[src/rtl/ram_arbiter_pkg.sv]
// ---------------------------------------------------------------------------
// ram_pkg
// Shared definitions for the program-RAM arbiter: default geometry, port ids
// used to tag a response with the requester that owns it, and the response
// bundle carried from the RAM back to a requester.
// ---------------------------------------------------------------------------
package ram_pkg;

    localparam int ADDR_W       = 11;
    localparam int DATA_W       = 32;
    localparam int DEPTH        = 2048;
    localparam int STARVE_LIMIT = 4;

    localparam logic PORT_FETCH = 1'b0;
    localparam logic PORT_LOAD  = 1'b1;

    typedef struct packed {
        logic              valid;
        logic              err;
        logic [DATA_W-1:0] rdata;
    } rsp_t;

endpackage

[src/rtl/ram_arbiter_if.sv]
// ---------------------------------------------------------------------------
// ram_arbiter_if
// Bundles the fetch port, the loader port and the RAM macro side of the
// arbiter.
//   slave  : arbiter view (takes requests and RAM read data, drives
//            ready/response/RAM strobes)
//   master : environment view (CPU fetch, loader and RAM macro together)
// ---------------------------------------------------------------------------
interface ram_arbiter_if #(
    parameter int ADDR_W = ram_pkg::ADDR_W,
    parameter int DATA_W = ram_pkg::DATA_W
);
    // fetch port (read-only)
    logic              f_valid;
    logic [ADDR_W-1:0] f_addr;
    logic              f_ready;
    logic              f_rsp_valid;
    logic [DATA_W-1:0] f_rdata;
    logic              f_err;
    // loader / debug port
    logic              l_valid;
    logic              l_we;
    logic [ADDR_W-1:0] l_addr;
    logic [DATA_W-1:0] l_wdata;
    logic              l_lock;
    logic              l_ready;
    logic              l_rsp_valid;
    logic [DATA_W-1:0] l_rdata;
    logic              l_err;
    // RAM macro
    logic              ram_en;
    logic              ram_we;
    logic [ADDR_W-1:0] ram_addr;
    logic [DATA_W-1:0] ram_wdata;
    logic [DATA_W-1:0] ram_rdata;

    modport slave (
        input  f_valid, f_addr, l_valid, l_we, l_addr, l_wdata, l_lock, ram_rdata,
        output f_ready, f_rsp_valid, f_rdata, f_err,
               l_ready, l_rsp_valid, l_rdata, l_err,
               ram_en, ram_we, ram_addr, ram_wdata
    );

    modport master (
        output f_valid, f_addr, l_valid, l_we, l_addr, l_wdata, l_lock, ram_rdata,
        input  f_ready, f_rsp_valid, f_rdata, f_err,
               l_ready, l_rsp_valid, l_rdata, l_err,
               ram_en, ram_we, ram_addr, ram_wdata
    );

endinterface

[src/rtl/ram_arb_grant.sv]
// ---------------------------------------------------------------------------
// ram_arb_grant
// Per-cycle grant decision between fetch and loader, plus the loader
// starvation counter.
//   CLK, RST          clock, asynchronous active-high reset
//   f_valid, l_valid  request strobes
//   l_lock            loader lock: fetch never granted while high
//   f_gnt, l_gnt      one-hot (or zero) grant, combinational
// ---------------------------------------------------------------------------
module ram_arb_grant #(
    parameter int STARVE_LIMIT = 4
) (
    input  logic CLK,
    input  logic RST,
    input  logic f_valid,
    input  logic l_valid,
    input  logic l_lock,
    output logic f_gnt,
    output logic l_gnt
);

    localparam logic [7:0] LIMIT = 8'(STARVE_LIMIT);

    logic [7:0] starve_cnt;

    function automatic logic [7:0] sat_inc(input logic [7:0] v);
        return (v >= LIMIT) ? LIMIT : v + 8'd1;
    endfunction

    // Grants are held off while reset is asserted so every output is quiet.
    always_comb begin
        f_gnt = 1'b0;
        l_gnt = 1'b0;
        if (!RST) begin
            if (l_lock) begin
                l_gnt = l_valid;
            end else if (f_valid && l_valid) begin
                if (starve_cnt >= LIMIT) l_gnt = 1'b1;
                else                     f_gnt = 1'b1;
            end else begin
                f_gnt = f_valid;
                l_gnt = l_valid;
            end
        end
    end

    // Counts consecutive cycles a waiting loader was denied.
    always_ff @(posedge CLK or posedge RST) begin
        if (RST)                   starve_cnt <= 8'd0;
        else if (!l_valid || l_gnt) starve_cnt <= 8'd0;
        else                       starve_cnt <= sat_inc(starve_cnt);
    end

endmodule

[src/rtl/ram_arbiter.sv]
// ---------------------------------------------------------------------------
// ram_arbiter
// Shares the single-port program RAM between CPU instruction fetch (fixed
// priority, read-only) and the loader/debug port (read/write, starvation
// guard, fetch lock). One access per cycle; response exactly one cycle after
// the grant, on the winning port only.
//   CLK   system clock
//   RST   asynchronous active-high reset
//   bus   ram_arbiter_if.slave: fetch port, loader port, RAM macro strobes
// ---------------------------------------------------------------------------
module ram_arbiter
    import ram_pkg::*;
#(
    parameter int ADDR_W       = ram_pkg::ADDR_W,
    parameter int DATA_W       = ram_pkg::DATA_W,
    parameter int DEPTH        = ram_pkg::DEPTH,
    parameter int STARVE_LIMIT = ram_pkg::STARVE_LIMIT
) (
    input logic          CLK,
    input logic          RST,
    ram_arbiter_if.slave bus
);

    // One extra bit so DEPTH == 2**ADDR_W still compares correctly.
    localparam logic [ADDR_W:0] DEPTH_L = (ADDR_W+1)'(DEPTH);

    logic              f_gnt;
    logic              l_gnt;
    logic              gnt_any;
    logic              in_range;
    logic [ADDR_W-1:0] gnt_addr;

    logic vld_p1;
    logic port_p1;
    logic err_p1;
    logic rd_p1;

    rsp_t rsp;
    rsp_t f_rsp;
    rsp_t l_rsp;

    ram_arb_grant #(
        .STARVE_LIMIT (STARVE_LIMIT)
    ) u_grant (
        .CLK     (CLK),
        .RST     (RST),
        .f_valid (bus.f_valid),
        .l_valid (bus.l_valid),
        .l_lock  (bus.l_lock),
        .f_gnt   (f_gnt),
        .l_gnt   (l_gnt)
    );

    assign bus.f_ready = f_gnt;
    assign bus.l_ready = l_gnt;

    // Stage 0: winner drives the RAM in the grant cycle
    always_comb begin
        gnt_any  = f_gnt | l_gnt;
        gnt_addr = '0;
        if (l_gnt)      gnt_addr = bus.l_addr;
        else if (f_gnt) gnt_addr = bus.f_addr;
        in_range      = ({1'b0, gnt_addr} < DEPTH_L);
        bus.ram_en    = gnt_any & in_range;
        bus.ram_we    = l_gnt & bus.l_we;
        bus.ram_addr  = gnt_addr;
        bus.ram_wdata = l_gnt ? bus.l_wdata : '0;
    end

    // Stage 1: response tag registered, read data taken straight from the RAM
    always_ff @(posedge CLK or posedge RST) begin
        if (RST) begin
            vld_p1  <= 1'b0;
            port_p1 <= PORT_FETCH;
            err_p1  <= 1'b0;
            rd_p1   <= 1'b0;
        end else begin
            vld_p1  <= gnt_any;
            port_p1 <= l_gnt ? PORT_LOAD : PORT_FETCH;
            err_p1  <= gnt_any & ~in_range;
            rd_p1   <= gnt_any & in_range & ~bus.ram_we;
        end
    end

    // Writes and out-of-range accesses return zero data.
    always_comb begin
        rsp       = '0;
        rsp.valid = vld_p1;
        rsp.err   = err_p1;
        rsp.rdata = rd_p1 ? bus.ram_rdata : '0;
        f_rsp     = (port_p1 == PORT_FETCH) ? rsp : '0;
        l_rsp     = (port_p1 == PORT_LOAD)  ? rsp : '0;
    end

    assign bus.f_rsp_valid = f_rsp.valid;
    assign bus.f_err       = f_rsp.err;
    assign bus.f_rdata     = f_rsp.rdata;
    assign bus.l_rsp_valid = l_rsp.valid;
    assign bus.l_err       = l_rsp.err;
    assign bus.l_rdata     = l_rsp.rdata;

endmodule

[src/flat_wrapper.sv]
// flat-port wrapper written by rule: the top's interface ports become plain ports
module ram_arbiter_flat import ram_pkg::*;
#(
    parameter int ADDR_W       = ram_pkg::ADDR_W,
    parameter int DATA_W       = ram_pkg::DATA_W,
    parameter int DEPTH        = ram_pkg::DEPTH,
    parameter int STARVE_LIMIT = ram_pkg::STARVE_LIMIT
)
  (CLK, RST, bus_f_valid, bus_f_addr, bus_l_valid, bus_l_we, bus_l_addr, bus_l_wdata, bus_l_lock, bus_ram_rdata, bus_f_ready, bus_f_rsp_valid, bus_f_rdata, bus_f_err, bus_l_ready, bus_l_rsp_valid, bus_l_rdata, bus_l_err, bus_ram_en, bus_ram_we, bus_ram_addr, bus_ram_wdata);
  ram_arbiter_if #(.ADDR_W(ADDR_W), .DATA_W(DATA_W)) bus_i ();
  input logic CLK;
  input logic RST;
  input wire logic [$bits(bus_i.f_valid)-1:0] bus_f_valid;
  input wire logic [$bits(bus_i.f_addr)-1:0] bus_f_addr;
  input wire logic [$bits(bus_i.l_valid)-1:0] bus_l_valid;
  input wire logic [$bits(bus_i.l_we)-1:0] bus_l_we;
  input wire logic [$bits(bus_i.l_addr)-1:0] bus_l_addr;
  input wire logic [$bits(bus_i.l_wdata)-1:0] bus_l_wdata;
  input wire logic [$bits(bus_i.l_lock)-1:0] bus_l_lock;
  input wire logic [$bits(bus_i.ram_rdata)-1:0] bus_ram_rdata;
  output wire logic [$bits(bus_i.f_ready)-1:0] bus_f_ready;
  output wire logic [$bits(bus_i.f_rsp_valid)-1:0] bus_f_rsp_valid;
  output wire logic [$bits(bus_i.f_rdata)-1:0] bus_f_rdata;
  output wire logic [$bits(bus_i.f_err)-1:0] bus_f_err;
  output wire logic [$bits(bus_i.l_ready)-1:0] bus_l_ready;
  output wire logic [$bits(bus_i.l_rsp_valid)-1:0] bus_l_rsp_valid;
  output wire logic [$bits(bus_i.l_rdata)-1:0] bus_l_rdata;
  output wire logic [$bits(bus_i.l_err)-1:0] bus_l_err;
  output wire logic [$bits(bus_i.ram_en)-1:0] bus_ram_en;
  output wire logic [$bits(bus_i.ram_we)-1:0] bus_ram_we;
  output wire logic [$bits(bus_i.ram_addr)-1:0] bus_ram_addr;
  output wire logic [$bits(bus_i.ram_wdata)-1:0] bus_ram_wdata;
  assign bus_i.f_valid = bus_f_valid;
  assign bus_i.f_addr = bus_f_addr;
  assign bus_i.l_valid = bus_l_valid;
  assign bus_i.l_we = bus_l_we;
  assign bus_i.l_addr = bus_l_addr;
  assign bus_i.l_wdata = bus_l_wdata;
  assign bus_i.l_lock = bus_l_lock;
  assign bus_i.ram_rdata = bus_ram_rdata;
  assign bus_f_ready = bus_i.f_ready;
  assign bus_f_rsp_valid = bus_i.f_rsp_valid;
  assign bus_f_rdata = bus_i.f_rdata;
  assign bus_f_err = bus_i.f_err;
  assign bus_l_ready = bus_i.l_ready;
  assign bus_l_rsp_valid = bus_i.l_rsp_valid;
  assign bus_l_rdata = bus_i.l_rdata;
  assign bus_l_err = bus_i.l_err;
  assign bus_ram_en = bus_i.ram_en;
  assign bus_ram_we = bus_i.ram_we;
  assign bus_ram_addr = bus_i.ram_addr;
  assign bus_ram_wdata = bus_i.ram_wdata;
  ram_arbiter #(.ADDR_W(ADDR_W), .DATA_W(DATA_W), .DEPTH(DEPTH), .STARVE_LIMIT(STARVE_LIMIT)) u_core (.CLK(CLK), .RST(RST), .bus(bus_i));
endmodule
[config.mk]
export PLATFORM = sky130hd
export DESIGN_NAME = ram_arbiter_flat
export DESIGN_NICKNAME = d
export VERILOG_FILES = /design/src/rtl/ram_arbiter_pkg.sv /design/src/rtl/ram_arbiter_if.sv /design/src/rtl/ram_arb_grant.sv /design/src/rtl/ram_arbiter.sv /design/src/flat_wrapper.sv
export SDC_FILE = /design/constraint.sdc
export NUM_CORES = 1
export LEC_CHECK = 0
export ABC_AREA = 1
export BUFFER_PORTS_ARGS = -buffer_cell sky130_fd_sc_hd__buf_2
export CAP_MARGIN = 0
export CELL_PAD_IN_SITES_DETAIL_PLACEMENT = 1
export CELL_PAD_IN_SITES_GLOBAL_PLACEMENT = 1
export CORE_MARGIN = 5
export CORE_UTILIZATION = 17
export DETAILED_ROUTE_END_ITERATION = 7
export HOLD_SLACK_MARGIN = 0.05
export PLACE_DENSITY = 0.95
export SLEW_MARGIN = 30
export SYNTH_ARGS = -nofsm -noshare
export SYNTH_HDL_FRONTEND = slang
export SYNTH_HIERARCHICAL = 1
export SYNTH_SLANG_ARGS = --single-unit
[constraint.sdc]
create_clock -name CLK -period 2.4 [get_ports CLK]
set_input_delay 0 -clock CLK [delete_from_list [all_inputs] [get_ports CLK]]
set_output_delay 0 -clock CLK [all_outputs]
set_load 0.005 [all_outputs]
==> results.sh <==
export IMPL_r2r_start="u_core/u_grant/starve_cnt[5]"
export IMPL_overflow=0
export IMPL_rows=32
export IMPL_cts_tree="done"
export IMPL_max_stage_delay_ns=0.49
export IMPL_cts_sinks=11
export IMPL_crit_family="buffers and inverters"
export IMPL_area_delta_synth_final_pct=83.40
export IMPL_mostFrequentLayoutCell="buf_2"
export IMPL_netlist_instances=263
export IMPL_yosys_area_top_type="nand2_1"
export IMPL_die_y_um=98.83
export IMPL_skew_ns=0.001782
export IMPL_insertedDiodeCount=0
export IMPL_ir_worst_vdd_mv=0.1469
export IMPL_rsz0062_at_grt="false"
export IMPL_fin_tns_setup_ns=0
export IMPL_cp_arrival_ns=1.97
export IMPL_core_sq_um=7687
export IMPL_nets=558
export IMPL_maxCapViolations=0
export IMPL_synthDistinctLibCells=16
export IMPL_drt_met1_wl_um=2550
export IMPL_drcViolationCount=0
export IMPL_die_w_um=98.83
export IMPL_first_pass_iters=4
export IMPL_mostFrequentLayoutCells="buf_2, nand2_1, nor2_1"
export IMPL_path_max_fanout=26
export IMPL_crit_start="u_core/u_grant/starve_cnt[5]"
export IMPL_synth_top_cell_area_share=0.2575
export IMPL_viasPerCell=4.088
export IMPL_ys_seq_elements=11
export IMPL_synthMuxAreaShare=0
export IMPL_path_cells="nor2_1 -> nand4_1 -> nand2_1 -> inv_1 -> buf_4 -> nand2_1 -> nand2_1 -> buf_2"
export IMPL_numCtsBuffers=3
export IMPL_antenna_left=0
export IMPL_synth_area_top_cells="nand2_1, nor2_1, dfrtp_1"
export IMPL_path_buf_inv=3
export IMPL_ctsLongestPathBuffers=2
export IMPL_h_tree_depth=1
export IMPL_reg2reg_depth=7
export IMPL_synth_compound_area_frac=0.01306
export IMPL_worstPathRequired_ns=2.40
export IMPL_cts_root_buf="clkbuf_8"
export IMPL_ios=207
export IMPL_syn_avg_cell_area_sq_um=5.100
export IMPL_port_buffers=204
export IMPL_grt_first_pass_wirelength_um=12160
export IMPL_path_common_cell="nand2_1"
export IMPL_end_kind="output port"
export IMPL_synth_adder_area_share=0.01866
export IMPL_wl_met2_um=3960
export IMPL_wl_met3_um=904
export IMPL_grt_max_degree=35
export IMPL_synth_top_family_by_area="simple AND/OR/NAND/NOR gates"
export IMPL_whs_path_depth=3
export IMPL_start_util=0.1745
export IMPL_whs_ns=0.05534
export IMPL_wl_per_cell_um=13.42
export IMPL_synth_area_sq_um=1341
export IMPL_layout_drive_gt1_share=0.4644
export IMPL_drtIter0Drc=19
export IMPL_synth_simple_gate_area_frac=0.5187
export IMPL_worst_pin_slew_ns=0.6557
export IMPL_drv_slew=0
export IMPL_status="finished, final reports clean"
export IMPL_antenna_found_initial=0
export IMPL_relSlewSlack=0.5624
export IMPL_setup_violations_final=0
export IMPL_yosysSeqAreaShare=0.2052
export IMPL_worstSetupPathType="flip-flop to output port"
export IMPL_power_leakage_uw=0.001894
export IMPL_fin_crit_sh=0.8189
export IMPL_synthXorXnorAreaFrac=0
export IMPL_critPathSlowestCell="inv_1"
export IMPL_finalHoldViolations=0
export IMPL_dr_max_layer_used="met4"
export IMPL_place_congestion=0.8924
export IMPL_grt_usage=0.1525
export IMPL_startpoint_type="flip-flop"
export IMPL_dieArea_sq_um=9766
export IMPL_clkLatencyLatePin_ns=0.23
export IMPL_grt_pass1_vias=2474
export IMPL_clk_pin_slew_ns=0.04
export IMPL_clock_fmax_mhz=508.8
export IMPL_period_minus_slack_ns=1.965
export IMPL_vias=2310
export IMPL_yosysWarnings=6
export IMPL_wl_um=7584
export IMPL_p_per_area_nw_per_um2=268.7
export IMPL_hp_start="bus_l_valid"
export IMPL_dp_final_hpwl_um=6579
export IMPL_crit_cells=8
export IMPL_hp_class="input pin to flip-flop"
## worst min-delay path: cells and delay by family
family / cells / cell delay (ns)
buffers and inverters: 1 / 0.13
AND/OR/NAND/NOR: 2 / 0.12
## Yosys cell counts, drive strengths merged
| cell | instances |
|---|---|
| o211ai | 1 |
| nand4 | 1 |
| nor2 | 75 |
| dfrtp | 11 |
| nand3 | 12 |
| clkinv | 1 |
| nand2 | 92 |
| ha | 2 |
| conb | 2 |
| inv | 46 |
| a21oi | 1 |
| buf | 19 |
## state kept, by name (all words and copies together), names as in the netlist
| signal | flops |
|---|---|
| u_core/u_grant/starve_cnt | 8 |
| u_core/rd_p1 | 1 |
| u_core/vld_p1 | 1 |
| u_core/port_p1 | 1 |
## routing by layer
metal	track usage	up-vias
li1	-	1134
met1	0.1554	1021
met2	0.2965	145
met3	0.04034	10
met4	0.05042	0
met5	0	-
## area by class of cell
cell class | count | area (sq um)
sequential | 11 | 275.3
timing repair buffer | 210 | 1071
tap | 102 | 127.6
clock buffer | 4 | 45.04
inverter | 47 | 176.4
multi-input combinational | 191 | 764.5
fill | 1098 | 5228
## power by group
group | switching [uW] | total (uW) | internal (uW) | leakage (uW)
clock | 60.0 | 176 | 116 | 0.0000228
sequential | 3.76 | 199 | 195 | 0.000137
combinational | 157 | 287 | 129 | 0.00173
total | 221 | 661 | 440 | 0.00189
## logic make-up (layout without fill, tap and decap cells)
| logic type | Yosys count | in the layout |
|---|---|---|
| buffers and inverters | 66 | 261 |
| AND/OR/NAND/NOR | 180 | 180 |
| AO/OA/AOI/OAI | 2 | 2 |
| flip-flops | 11 | 11 |
| other | 2 | 7 |
| adder cells (fa/ha/maj) | 2 | 2 |
## metrics by stage
stage	cells	area, sq um	total power (uW)	util	worst slack (ns)
floorplan	268	1360	334.3	-	1.169
global placement	559	2395	478.0	0.3115	0.7272
detailed placement	559	2395	491.6	0.3115	0.5443
CTS	565	2460	675.9	0.3200	0.3729
global route	565	2460	718.6	0.3200	0.2194
finish	565	2460	660.9	0.3200	0.4346
## path summary, 6_finish.rpt
path | endpoint | slack, ns
max in group asynchronous | u_core/u_grant/starve_cnt[2] | 1.76
worst max-delay path | bus_ram_addr[2] | 0.43
worst max register to register | u_core/rd_p1 | 0.96
worst min-delay path | u_core/u_grant/starve_cnt[2] | 0.06
worst min register to register | u_core/u_grant/starve_cnt[0] | 0.46
min in group asynchronous | u_core/rd_p1 | 0.20
## repair_timing
| action | CTS | global route |
|---|---|---|
| setup endpoints to repair | 0 | 0 |
| buffers inserted | 0 | 0 |
| endpoints found under the hold margin | 11 | 0 |
| resized for setup | 0 | 0 |
| hold buffers | 2 | 0 |
(Power assumes the default switching activity.)
